## config.mk

```make
export PLATFORM = sky130hd
export DESIGN_NAME = switch_ramp_gen
export DESIGN_NICKNAME = d
export VERILOG_FILES = /design/src/rtl/switch_ramp_gen.sv
export SDC_FILE = /design/constraint.sdc
export NUM_CORES = 1
export LEC_CHECK = 0
export BUFFER_PORTS_ARGS = -buffer_cell sky130_fd_sc_hd__buf_4
export CORE_MARGIN = 2
export CORE_UTILIZATION = 40
export DETAILED_ROUTE_END_ITERATION = 8
export HOLD_SLACK_MARGIN = 0.03
export PLACE_DENSITY = 0.66
export SLEW_MARGIN = 20
export SYNTH_ARGS = -nofsm -noshare
export SYNTH_HDL_FRONTEND = slang
export SYNTH_SLANG_ARGS = --single-unit
```

## constraint.sdc

```tcl
create_clock -name clk -period 2.65 [get_ports clk]
set_input_delay 0.265 -clock clk [delete_from_list [all_inputs] [get_ports clk]]
set_output_delay 0.265 -clock clk [all_outputs]
set_load 0.005 [all_outputs]
```

## src/rtl/switch_ramp_gen.sv

```systemverilog
// Ramps a 7-line thermometer switch bank one switch per step toward a latched
// target count, with a start/busy/done handshake for sequencing.
module switch_ramp_gen #(
  parameter int STEP_CYCLES = 100
) (
  input  logic       clk,
  input  logic       rst_n,
  input  logic       start,
  input  logic [2:0] target,
  output logic [6:0] sw,
  output logic [2:0] level,
  output logic       busy,
  output logic       done
);

  localparam int TW = (STEP_CYCLES > 1) ? $clog2(STEP_CYCLES) : 1;
  localparam logic [TW-1:0] TIMER_LAST = TW'(STEP_CYCLES - 1);

  typedef enum logic [1:0] {
    ST_IDLE  = 2'd0,
    ST_CHECK = 2'd1,
    ST_WAIT  = 2'd2,
    ST_DONE  = 2'd3
  } state_t;

  state_t        state_q, state_d;
  logic [2:0]    tgt_q, tgt_d;
  logic [2:0]    level_q, level_d;
  logic [6:0]    sw_q, sw_d;
  logic [TW-1:0] timer_q, timer_d;

  // Handshake: start is sampled only in IDLE; busy covers CHECK and WAIT;
  // done is a single-cycle pulse in DONE that coincides with busy falling.
  always_ff @(posedge clk or negedge rst_n) begin
    if (!rst_n) begin
      state_q <= ST_IDLE;
      tgt_q   <= 3'd0;
      level_q <= 3'd0;
      sw_q    <= 7'h00;
      timer_q <= '0;
    end else begin
      state_q <= state_d;
      tgt_q   <= tgt_d;
      level_q <= level_d;
      sw_q    <= sw_d;
      timer_q <= timer_d;
    end
  end

  always_comb begin
    state_d = state_q;
    tgt_d   = tgt_q;
    level_d = level_q;
    timer_d = timer_q;
    unique case (state_q)
      ST_IDLE: begin
        if (start) begin
          tgt_d   = target;
          state_d = ST_CHECK;
        end
      end
      ST_CHECK: begin
        if (level_q == tgt_q) begin
          state_d = ST_DONE;
        end else begin
          timer_d = '0;
          state_d = ST_WAIT;
        end
      end
      ST_WAIT: begin
        timer_d = timer_q + TW'(1);
        if (timer_q == TIMER_LAST) begin
          // A step only happens when level != tgt, so it never wraps.
          if (level_q < tgt_q) begin
            level_d = level_q + 3'd1;
          end else if (level_q > tgt_q) begin
            level_d = level_q - 3'd1;
          end
          state_d = ST_CHECK;
        end
      end
      ST_DONE: begin
        state_d = ST_IDLE;
      end
      default: begin
        state_d = ST_IDLE;
      end
    endcase
  end

  // Switch i is on iff i < level; level moves by one, so sw moves one line.
  always_comb begin
    sw_d = 7'h00;
    for (int i = 0; i < 7; i++) begin
      sw_d[i] = (3'(i) < level_d);
    end
  end

  assign sw    = sw_q;
  assign level = level_q;
  assign busy  = (state_q == ST_CHECK) || (state_q == ST_WAIT);
  assign done  = (state_q == ST_DONE);

endmodule

```

==> results of run 1 <==
cell type report:
cell class | instances | area (sq um) | share of cell area
well taps | 31 | 38.8 | 0.0292
flip-flops and latches | 21 | 526 | 0.396
inverters | 11 | 41.3 | 0.0311
repair buffers | 18 | 138 | 0.104
multi-input cells | 75 | 557 | 0.420
clock buffers | 4 | 26.3 | 0.0198
layer usage:
layer,wire (um),global-route usage,part of all wire
met3,58,0.0227,0.030
met4,51,0.0764,0.026
met5,0,0,0
met1,893,0.172,0.46
met2,950,0.211,0.49
how the worst max path moves through the flow:
stage | endpoint | slack, ps | cells past startpoint
after floorplan | sw[2] | 760 | 6
after global placement | timer_q[6] | 520 | 6
after detailed placement | timer_q[4] | 400 | 6
after CTS | timer_q[4] | 370 | 6
after global routing | timer_q[4] | 110 | 6
final | timer_q[4] | 380 | 6
through the flow:
step	setup WS, ps	utilization
6_report	380	0.485
5_1_grt	113	0.485
4_1_cts	372	0.485
3_5_place_dp	399	0.472
3_3_place_gp	519	0.472
2_1_floorplan	756	-
report_power, final:
group	total [mW]	switching [mW]	internal (mW)
logic	0.375	0.201	0.174
registers	0.410	0.0371	0.373
clock network	0.157	0.0983	0.0588
worst max-delay path, stage by stage, from the launching register on:
cell and delay, ps:
dfrtp_1 400, inv_1 80, ha_1 330, o21ai_0 860, nor3_1 120, a21o_1 200
a22o_1 170
timing repair:
item	in CTS	in global routing
hold endpoints to repair	21	0
hold buffers	1	0
buffers inserted	0	0
endpoints found under the setup margin	0	0
layout by cell type (no fill, tap or decap), types with 2 or more instances in the layout:
| cell type | instances |
|---|---|
| dfrtp_1 | 21 |
| buf_4 | 17 |
| nand2_1 | 13 |
| inv_1 | 11 |
| ha_1 | 10 |
| o21ai_0 | 8 |
| nand3_1 | 7 |
| mux2_2 | 5 |
| a22o_1 | 4 |
| a21oi_1 | 3 |
| nor3_1 | 3 |
| a21o_1 | 3 |
| clkbuf_4 | 3 |
| nor2_1 | 2 |
cells by family after synthesis:
family                   count (synthesis)  share of synthesized area
AO/OA/AOI/OAI                           22                      0.131
AND/OR/NAND/NOR                         35                      0.162
XOR/XNOR                                 2                     0.0219
adder cells (fa/ha/maj)                 10                      0.109
buffers and inverters                   14                     0.0536
multiplexers                             6                     0.0624
flip-flops                              21                      0.460
sequential cells by signal, indices dropped and copies added, names as in the netlist:
signal / cells
level: 2
tgt_q: 3
sw: 7
state_q: 2
timer_q: 7
==> results.md, run 1 <==
* Status: completed
* Number of synthesized flops with an enable pin at 0
* Cell variety after synth at 32
* Worst slew margin relative to its limit at 0.306
* Synth area leader: dfrtp_1
* FFs w/ async S/R, synth at 1.00
* IO Count at 18
* H-tree depth at 1
* RSZ-0062 raised after global routing: no
* Synthesized flop and latch total at 21
* Total CTS buffers at 3
* Cells after Synth at 110
* Seq/Total Area, Yosys at 0.460
* Vias in the first global route at 802
* Crit Reg-Reg Endpoint: timer_q[4]
* Setup-failing EPs final at 0
* Finished Layout Cells at 160
* Placed Cells at 155
* # resized after CTS at 0
* Crit path launch: state_q[0]
* Critical Path RT at 2860 ps
* R2R depth at 6
* Via-per-instance ratio at 5.23
* Die span in x at 57.5 um
* Design area at 0.00133 sq mm
* PnR Total Power at 0.942 mW
* Synth top area share at 0.460
* HP Class: primary input to flip-flop
* WL final at 1950 um
* Setup slack, reg-to-reg at 380 ps
* Net count, final at 146
* Core ar. at 0.00273 sq mm
* Fin crit share at 0.857
* TritonCTS clock tree: done
* Final hold violations at 0
* Max cap viols at 0
* Share of cells above drive strength 1 at 0.248
* Initial core utilization at 0.418
* Skew-Pair Late Insertion Delay at 310 ps
* Total track usage at 0.133
* Drt drc at 0
* Clk_skew at 2.13 ps
* Fillers at 248
* Initial antenna violation count at 0
* Gpl congestion at 0.764
* Area grow syn2layout at 16.0%
* CTS max path bufs at 2
* Die Height at 57.5 um
* CP Launch Type: flip-flop
* Sink Count at 21
* Mean Syn Cell Area at 10.4 sq um
* Setup CP Type: flip-flop to flip-flop
* Critical Path Sink Type: flip-flop
* FF-to-FF Start: state_q[0]
* WL/cell at 12.2 um
* DRT iter0 DRCs at 14
* PD cells at 710 mW/mm^2
* Dominant synthesized flop cell: dfrtp_1
* GRT overflow at 0
* Detailed placement HPWL at 1490 um
* Hold WS at 184 ps
* CTS Root Buffer Type: clkbuf_4
* Largest net degree at the start of global routing at 22
* First-pass GRT wire length at 3420 um
* TritonRoute pass-1 iters at 5
* Hold endpoint: tgt_q[0]
* Leakage Power at 0.714 nW
* Synthesized Nets at 126
* FP Rows at 19
* Cell Area, Synth at 0.00114 sq mm
* Most common cell in the netlist: dfrtp_1
* Via count at 836
* Placed Area at 0.00129 sq mm
* DIE AREA at 0.00330 sq mm
* Fmax at 441 MHz
* Worst Path Max Fanout at 11
* VDD IR max at 0.493 mV
* Slew Limit Fails at 0
* Clock slew at reported path FFs at 120 ps
* Total negative slack at 0 ps
* I/O Buffers at 17
* ANT nets after route at 0
* Antenna Cells at 0
* CP Data Arrival Time at 2480 ps
* WHS Path Cells at 2
* Synth top cells by count: dfrtp_1 (21), nand2_1 (13), inv_1 (11)
* Period minus WS final at 2270 ps
* Worst Max-Slew Pin Slew at 1030 ps
* Yosys warning count at 0
* Synth top area cells: dfrtp_1 (46%), ha_1 (11%), mux2_2 (4.9%), nand2_1 (4.3%), inv_1 (3.6%)
* Hold Path Origin: target[0]
Note: power is estimated with default switching activity, not from simulation.
==> run 2: changes to the inputs <==
- CORE_UTILIZATION: 40 -> 54
- PLACE_DENSITY: 0.66 -> 0.83
==> results.md, run 2 (synthesis results as in run 1) <==
* Status: completed
* Net count, final at 146 (unchanged)
* Met3 usage at 0.0273 (+0.00460)
* Fillers at 167 (-33%)
* H-tree depth at 1 (unchanged)
* Most frequent cells in the layout: dfrtp_1 (21), buf_4 (17), nand2_1 (13), inv_1 (11), ha_1 (10)
* Crit path launch: sw[3]
* Vias in the first global route at 759 (-5.4%)
* Max cap viols at 0 (unchanged)
* Global Route met1 Usage at 0.194 (+0.0220)
* Skew-Pair Late Insertion Delay at 300 ps (about the same)
* CP max stage delay at 470 ps (-390 ps)
* Total negative slack at 0 ps (unchanged)
* Worst Max-Slew Pin Slew at 672 ps (-358 ps)
* CP Launch Type: flip-flop
* Switching share of power at 0.357 (-0.000558)
* Combinational power share at 0.401 (+0.003)
* Setup CP Type: flip-flop to flip-flop
* Sink Count at 21 (unchanged)
* RSZ-0062 raised after global routing: no
* WL/cell at 11.5 um (-5.8%)
* GR peak layer: met2
* ANT nets after route at 0 (unchanged)
* Die span in x at 50.0 um (-13%)
* Met2 usage at 0.298 (+0.0872)
* Via-per-instance ratio at 5.23 (+0.11%)
* Share of cells above drive strength 1 at 0.256 (+0.00775)
* Critical Path RT at 2830 ps (-30 ps)
* Setup WS pre-CTS at 395 ps (-4.08 ps)
* Setup-failing EPs final at 0 (unchanged)
* Worst Path Max Fanout at 7 (-4)
* TritonRoute pass-1 iters at 4 (-1)
* VDD IR max at 0.537 mV (+9.0%)
* HP Class: primary input to flip-flop
* GRT overflow at 0 (unchanged)
* Hold Path Origin: target[0]
* Slew Limit Fails at 0 (unchanged)
* Cell family contributing the most delay on the critical path: compound AO/OA/AOI/OAI gates
* CP bufs+invs at 0 (-1)
* Largest net degree at the start of global routing at 22 (unchanged)
* Initial antenna violation count at 0 (unchanged)
* Fin crit share at 0.780 (-0.0764)
* WL final at 1790 um (-8.2%)
* Area grow syn2layout at 15.6%
* Final worst slack at 583 ps (+202 ps)
* IO Count at 18 (unchanged)
* Clock slew at reported path FFs at 120 ps (about the same)
* Gpl congestion at 0.773 (+1.2%)
* Leakage Power at 0.717 nW (+0.40%)
* Worst path cell trace: ha_1, a21oi_1, nand2_1, mux2_4, o22ai_2, o21ai_0
* TritonCTS clock tree: done
* DRT iter0 DRCs at 7 (-7)
* CTS Root Buffer Type: clkbuf_4
* # resized after CTS at 0 (unchanged)
* Worst path slowest cell: dfrtp_1
* Total track usage at 0.163 (+0.0292)
* Final hold violations at 0 (unchanged)
* Antenna Cells at 0 (unchanged)
* Die Height at 50.0 um (-13%)
* Worst slew margin relative to its limit at 0.549 (+0.243)
* Clk pwr share at 0.163 (-0.004)
* Detailed placement HPWL at 1410 um (-5.3%)
* FP Rows at 16 (-3)
* Fmax at 484 MHz (+9.8%)
* Net Sw Power at 0.335 mW (-0.53%)
* Seq pwr share at 0.436 (about the same)
* Core ar. at 0.00198 sq mm (-28%)
* Clk_skew at 0.935 ps (-1.20 ps)
* PnR Total Power at 0.938 mW (-0.37%)
* Drt drc at 0 (unchanged)
* Via count at 816 (-2.4%)
* Initial core utilization at 0.577 (+0.159)
* Total CTS buffers at 3 (unchanged)
* First-pass GRT wire length at 3080 um (-9.7%)
* CP Data Arrival Time at 2240 ps (-240 ps)
* DIE AREA at 0.00250 sq mm (-24%)
* Hold WS at 189 ps (+4.94 ps)
* CTS max path bufs at 2 (unchanged)
* PD cells at 710 mW/mm^2 (about the same)
* Period minus WS final at 2070 ps (-202 ps)
* I/O Buffers at 17 (unchanged)
* Int Pwr at 0.604 mW (-0.29%)
* Critical Path Sink Type: flip-flop
* Most common cell after layout, fill and taps aside: dfrtp_1
* FF-to-FF Start: sw[3]
run 2: worst paths after layout:
check | depth (start not counted) | end | slack (ps)
max | 6 | sw[2] | 580
min | 2 | tgt_q[0] | 190
min in group asynchronous | 2 | timer_q[3] | 370
max reg2reg | 6 | sw[2] | 580
min reg2reg | 2 | timer_q[1] | 520
max in group asynchronous | 2 | timer_q[1] | 2080
run 2: area by class of cell:
cell class,instances,area [sq um],area share
multi-input cells,75,557,0.421
flip-flops and latches,21,526,0.397
repair buffers,18,138,0.104
inverters,11,41.3,0.0312
well taps,27,33.8,0.0255
clock buffers,3,22.5,0.0170
clock inverters,1,5.00,0.00378
run 2: stage by stage:
step	util	area, sq um	cells
after CTS	0.667	1320	156
after detailed placement	0.648	1280	151
final	0.667	1320	156
after global placement	0.648	1280	151
after floorplan	-	1140	110
after global routing	0.667	1320	156
run 2: per-layer routing:
layer	routed length [um]	vias up
met5	0	-
met4	23	0
met3	68	4
met2	856	20
met1	846	369
li1	-	423
run 2: timing repair:
| action | in CTS | in global routing |
|---|---|---|
| setup buffers | 0 | 0 |
| hold endpoints to repair | 21 | 0 |
| hold buffers | 1 | 0 |
run 2: power groups by stage:
stage               logic [mW]  clock network, mW  registers, mW
floorplan                0.294                  0          0.408
finish                   0.376              0.153          0.409
detailed placement       0.378                  0          0.417
global placement         0.357                  0          0.412
global route             0.434              0.171          0.417
CTS                      0.381              0.154          0.410
